### config.mk
export PLATFORM = sky130hd
export DESIGN_NAME = demod_frame_sequencer
export DESIGN_NICKNAME = d
export VERILOG_FILES = /design/src/rtl/demod_frame_sequencer.sv
export SDC_FILE = /design/constraint.sdc
export NUM_CORES = 1
export LEC_CHECK = 0
export ABC_AREA = 1
export BUFFER_PORTS_ARGS = -buffer_cell sky130_fd_sc_hd__buf_2
export CAP_MARGIN = 40
export CORE_MARGIN = 2
export CORE_UTILIZATION = 31
export CTS_CLUSTER_SIZE = 24
export DETAILED_ROUTE_END_ITERATION = 8
export GPL_TIMING_DRIVEN = 0
export PLACE_DENSITY = 0.54
export SLEW_MARGIN = 20
export SYNTH_ARGS = -nofsm -noshare
export SYNTH_HDL_FRONTEND = slang
export SYNTH_SLANG_ARGS = --single-unit
### constraint.sdc
create_clock -name i_aclk -period 2 [get_ports i_aclk]
set_input_delay 0 -clock i_aclk [delete_from_list [all_inputs] [get_ports i_aclk]]
set_output_delay 0 -clock i_aclk [all_outputs]
set_load 0.02 [all_outputs]
### src/rtl/demod_frame_sequencer.sv
// Frame sequencer: an AXI4-Lite programmed gate that turns the demodulator's
// symbol stream into FRAME_LEN x NUM_FRAMES beats of AXI-Stream with TLAST per frame.
module demod_frame_sequencer #(
  parameter int C_S_AXI_DATA_WIDTH = 32,
  parameter int C_S_AXI_ADDR_WIDTH = 4,
  parameter int C_AXIS_TDATA_WIDTH = 32
) (
  input  logic                            i_aclk,
  input  logic                            i_aresetn,
  input  logic [C_S_AXI_ADDR_WIDTH-1:0]   i_s_axi_awaddr,
  input  logic                            i_s_axi_awvalid,
  output logic                            o_s_axi_awready,
  input  logic [C_S_AXI_DATA_WIDTH-1:0]   i_s_axi_wdata,
  input  logic                            i_s_axi_wvalid,
  output logic                            o_s_axi_wready,
  output logic [1:0]                      o_s_axi_bresp,
  output logic                            o_s_axi_bvalid,
  input  logic                            i_s_axi_bready,
  input  logic [C_S_AXI_ADDR_WIDTH-1:0]   i_s_axi_araddr,
  input  logic                            i_s_axi_arvalid,
  output logic                            o_s_axi_arready,
  output logic [C_S_AXI_DATA_WIDTH-1:0]   o_s_axi_rdata,
  output logic [1:0]                      o_s_axi_rresp,
  output logic                            o_s_axi_rvalid,
  input  logic                            i_s_axi_rready,
  input  logic [C_AXIS_TDATA_WIDTH-1:0]   i_s_axis_tdata,
  input  logic                            i_s_axis_tvalid,
  output logic                            o_s_axis_tready,
  output logic [C_AXIS_TDATA_WIDTH-1:0]   o_m_axis_tdata,
  output logic                            o_m_axis_tvalid,
  input  logic                            i_m_axis_tready,
  output logic                            o_m_axis_tlast
);

  localparam logic [0:0] S_IDLE = 1'b0;
  localparam logic [0:0] S_RUN  = 1'b1;

  logic [0:0]                    r_state;
  logic                          r_awready;
  logic                          r_bvalid;
  logic                          r_arready;
  logic                          r_rvalid;
  logic [C_S_AXI_DATA_WIDTH-1:0] r_rdata;
  logic                          r_en;
  logic [15:0]                   r_frame_len;
  logic [15:0]                   r_num_frames;
  logic [15:0]                   r_len_sh;
  logic [15:0]                   r_num_sh;
  logic [15:0]                   r_beat_cnt;
  logic [15:0]                   r_frames_done;
  logic                          r_done;
  logic                          r_err;

  logic                          w_run;
  logic                          w_wr;
  logic                          w_rd;
  logic [1:0]                    w_wsel;
  logic                          w_ctrl_wr;
  logic                          w_start;
  logic                          w_start_ok;
  logic                          w_stop;
  logic                          w_hs;
  logic                          w_last_beat;
  logic                          w_last_frame;
  logic [C_S_AXI_DATA_WIDTH-1:0] w_rdata;
  logic                          w_unused_ok;

  assign w_run        = (r_state == S_RUN);
  assign w_wr         = r_awready & i_s_axi_awvalid & i_s_axi_wvalid;
  assign w_rd         = r_arready & i_s_axi_arvalid;
  assign w_wsel       = i_s_axi_awaddr[3:2];
  assign w_ctrl_wr    = w_wr & (w_wsel == 2'd0);
  assign w_start      = w_ctrl_wr & i_s_axi_wdata[1];
  // EN is taken from the same write so CTRL=0x3 both enables and starts.
  assign w_start_ok   = w_start & i_s_axi_wdata[0] & (r_frame_len != 16'd0) & (r_num_frames != 16'd0);
  assign w_stop       = w_ctrl_wr & (i_s_axi_wdata[2] | ~i_s_axi_wdata[0]);
  assign w_hs         = w_run & i_s_axis_tvalid & i_m_axis_tready;
  assign w_last_beat  = (r_beat_cnt == (r_len_sh - 16'd1));
  assign w_last_frame = ((r_frames_done + 16'd1) == r_num_sh);
  assign w_unused_ok  = ^{i_s_axi_wdata[31:16], i_s_axi_awaddr[1:0], i_s_axi_araddr[1:0]};

  always_comb begin
    w_rdata = '0;
    case (i_s_axi_araddr[3:2])
      2'd0:    w_rdata = {31'd0, r_en};
      2'd1:    w_rdata = {16'd0, r_frame_len};
      2'd2:    w_rdata = {16'd0, r_num_frames};
      default: w_rdata = {r_frames_done, 13'd0, r_err, r_done, w_run};
    endcase
  end

  assign o_s_axi_awready = r_awready;
  assign o_s_axi_wready  = r_awready;
  assign o_s_axi_bvalid  = r_bvalid;
  assign o_s_axi_bresp   = 2'b00;
  assign o_s_axi_arready = r_arready;
  assign o_s_axi_rvalid  = r_rvalid;
  assign o_s_axi_rdata   = r_rdata;
  assign o_s_axi_rresp   = 2'b00;

  // Idle with EN=1 drains the demodulator; idle with EN=0 stalls it.
  assign o_m_axis_tdata  = i_s_axis_tdata;
  assign o_m_axis_tvalid = w_run & i_s_axis_tvalid;
  assign o_m_axis_tlast  = w_run & w_last_beat;
  assign o_s_axis_tready = w_run ? i_m_axis_tready : r_en;

  always_ff @(posedge i_aclk or negedge i_aresetn) begin
    if (!i_aresetn) begin
      r_awready <= 1'b0;
      r_bvalid  <= 1'b0;
      r_arready <= 1'b0;
      r_rvalid  <= 1'b0;
      r_rdata   <= '0;
    end else begin
      r_awready <= i_s_axi_awvalid & i_s_axi_wvalid & ~r_bvalid & ~r_awready;
      if (w_wr)
        r_bvalid <= 1'b1;
      else if (i_s_axi_bready)
        r_bvalid <= 1'b0;
      r_arready <= i_s_axi_arvalid & ~r_rvalid & ~r_arready;
      if (w_rd) begin
        r_rvalid <= 1'b1;
        r_rdata  <= w_rdata;
      end else if (i_s_axi_rready) begin
        r_rvalid <= 1'b0;
      end
    end
  end

  always_ff @(posedge i_aclk or negedge i_aresetn) begin
    if (!i_aresetn) begin
      r_state       <= S_IDLE;
      r_en          <= 1'b0;
      r_frame_len   <= '0;
      r_num_frames  <= '0;
      r_len_sh      <= '0;
      r_num_sh      <= '0;
      r_beat_cnt    <= '0;
      r_frames_done <= '0;
      r_done        <= 1'b0;
      r_err         <= 1'b0;
    end else begin
      if (w_wr) begin
        case (w_wsel)
          2'd0:    r_en         <= i_s_axi_wdata[0];
          2'd1:    r_frame_len  <= i_s_axi_wdata[15:0];
          2'd2:    r_num_frames <= i_s_axi_wdata[15:0];
          default: if (i_s_axi_wdata[2]) r_err <= 1'b0;
        endcase
      end
      case (r_state)
        S_IDLE: begin
          if (w_start_ok) begin
            r_state       <= S_RUN;
            r_done        <= 1'b0;
            r_frames_done <= '0;
            r_beat_cnt    <= '0;
            r_len_sh      <= r_frame_len;
            r_num_sh      <= r_num_frames;
          end else if (w_start) begin
            r_err <= 1'b1;
          end
        end
        default: begin
          if (w_hs) begin
            if (w_last_beat) begin
              r_beat_cnt    <= '0;
              r_frames_done <= r_frames_done + 16'd1;
            end else begin
              r_beat_cnt <= r_beat_cnt + 16'd1;
            end
          end
          // A stop request wins over completion landing on the same edge.
          if (w_stop) begin
            r_state <= S_IDLE;
            r_err   <= 1'b1;
          end else if (w_hs && w_last_beat && w_last_frame) begin
            r_state <= S_IDLE;
            r_done  <= 1'b1;
          end
        end
      endcase
    end
  end

endmodule

==> metrics.yaml <==
hpwl_microns: 15500
pin_count: 157
async_flop_share: 1.00
drtIter0Drc: 428
fp.dieH_microns: 158
clk_latency_ns: 0.43
min_period_ns: 2.24
die_w_microns: 158
globalRouteOverflowTotal: 0
port_buffers: 100
start_util: 0.314
finalCritPeriodShare: 1.12
crit_type: "flop to output port"
first_pass_iters: 5
clk_pin_slew_ns: 0.06
final_cell_mix: "nand2_1, dfrtp_1, inv_1"
cts_tree: "done"
grt_max_degree: 93
tns_ns: -5.83
critPathRequiredTime_ns: 2.00
core_sq_mm: 0.0233
holdPathStages: 4
antenna_found_initial: 0
h-tree-depth: 4
slew_headroom: 0.548
via_count: 6667
mostFrequentLayoutCell: "nand2_1"
numCtsBuffers: 17
ir_drop_mv: 0.588
synth_seq_cells: 136
tightest_slew_ns: 0.677
ant_nets: 0
setup-violations-final: 35
grt_usage: 0.172
drv_slew: 0
maxCapViolCount: 0
num_antenna_cells: 0
status: "finished with violations"
hold_viol: 1
achievable-frequency_mhz: 447
path_max_fanout: 4
grt_pass1_wl_microns: 32800
synth_edf_count: 0
ff2ff_path_depth: 16
synth_cell_types: 41
violations: "negative hold slack, negative setup slack"
finalPower_uw: 7710
syn_area_sq_mm: 0.00732
whs_ns: -0.00862
cts_buffer_depth: 2
yosysWarnings: 0
drt_wl_total_microns: 21100
gp_congestion: 0.923
drcViolationCount: 0
num_rows: 56
ys_seq_area_frac: 0.465
avgSynthCellArea_sq_um: 7.64
areaGrowthSynthToFinish_pct: 32.6
nNetsFinal: 1224
start_kind: "flop"
ys.flop_type: "dfrtp_1"
hp-class: "input port to flop"
setup_slack_ns: -0.238
clock-sinks: 136
fillerInstances: 2405
p_leak_uw: 0.00490
viasPerCell: 4.53
grt_setup_unrepaired: "yes"
utilization: 0.416
dieArea_sq_mm: 0.0249
cts_root_buffer: "clkbuf_16"
endpoint_kind: "output port"
critPathArrivalTime_ns: 2.24
worst_clock_skew_ns: 0.0130
syn_inst: 959
wl_per_cell_microns: 14.4
grt_pass1_vias: 6121
power_density_mw_per_mm2: 794
drive_above_1_share: 0.248
## synth_stat cells (2+ instances only)
cell	instances	area, sq um
buf_1	2	7.51
nand4_1	18	113
nand3b_1	6	45.0
nand2_2	3	18.8
xnor2_1	9	78.8
ha_1	3	37.5
inv_1	114	428
o21ai_0	96	480
buf_4	38	285
nand2_1	288	1080
buf_2	4	20.0
nand3_2	5	50.1
buf_6	2	22.5
nand3_1	66	330
nor2_2	6	37.5
xor2_1	16	140
or2_2	2	12.5
nor2_1	60	225
clkbuf_1	21	78.8
nor3_1	5	25.0
nor2_4	2	22.5
a21oi_1	16	80.1
o22ai_1	16	100
nor3_2	2	20.0
dfrtp_1	136	3400
o21ai_2	4	35.0
o21ai_1	5	25.0
## layer usage
metal	up-vias	GRT usage	wire [microns]
li1	3402	-	-
met1	3079	0.237	10100
met2	159	0.277	9830
met3	27	0.0268	750
met4	0	0.0589	408
met5	-	0	0
## per-stage QoR
step	setup WS, ns	hold slack, ns	std cells	area [sq um]
finish	-0.238	-0.00862	1471	9710
global placement	-1.10	0.176	1381	8320
global route	-0.371	0.00830	1471	9710
floorplan	-0.0578	-0.296	962	7420
detailed placement	-0.617	-0.0757	1382	8350
CTS	-0.217	0.0135	1461	9480
## critical path: stages, from the launching register on
cell     delay (ns)
dfrtp_1        0.42
inv_2          0.09
ha_4           0.16
nand3_4        0.10
nor2_4         0.15
buf_4          0.12
nand2_1        0.04
nand3_1        0.08
nand2_1        0.07
nor2_2         0.13
nand3_4        0.11
nor3_2         0.16
buf_4          0.17
## cell type report
class / instances / area [sq um] / share of cell area
plain buffers: 66 / 475 / 0.0489
clock buffers: 17 / 425 / 0.0438
clock inverters: 14 / 136 / 0.0140
inverters: 116 / 443 / 0.0456
multi-input cells: 642 / 3300 / 0.340
flip-flops and latches: 136 / 3410 / 0.351
well taps: 319 / 399 / 0.0411
repair buffers: 161 / 1130 / 0.116
## cell families after synthesis
group | Yosys count | share of synthesized area
buffers and inverters | 184 | 0.117
and+or+nand+nor | 464 | 0.273
AOI/OAI and AO/OA | 145 | 0.107
other | 1 | 0.000512
adders and majority gates | 3 | 0.00513
xor gates and xnor gates | 26 | 0.0330
DFF | 136 | 0.465
## state kept, by name, indices dropped and copies added (netlist names)
register / count
o_s_axi_rdata: 32
r_beat_cnt: 16
r_frame_len: 16
r_frames_done: 16
r_len_sh: 16
r_num_frames: 16
r_num_sh: 16
o_s_axi_arready: 1
o_s_axi_awready: 1
o_s_axi_bvalid: 1
o_s_axi_rvalid: 1
r_done: 1
r_en: 1
r_err: 1
r_state: 1
## path summary, 6_finish.rpt
check / start / to / slack, ns
max in group asynchronous: i_aresetn / r_num_sh[12] / 1.18
worst min-delay path: i_s_axi_awvalid / r_err / -0.009
worst max-delay path: r_len_sh[1] / o_m_axis_tlast / -0.24
worst min register to register: o_s_axi_arready / o_s_axi_arready / 0.46
worst max register to register: r_len_sh[1] / r_beat_cnt[9] / -0.20
min in group asynchronous: i_aresetn / r_len_sh[14] / 0.05
## where the power goes
part           internal, uW  total, uW  switching, uW  leakage [uW]
logic                   557       1450            889       0.00279
clock network          1730       3060           1320      0.000274
registers              3010       3210            202       0.00183
total                  5300       7710           2410       0.00490
## timing repair
item,4_1_cts,5_1_grt
hold buffers,25,0
endpoints found under the hold margin,174,0
gates resized for setup,45,39
pin swaps,15,16
setup buffers,23,10
gates cloned,1,3
setup endpoints to repair,67,77
Power figures use the tool's default switching activity.
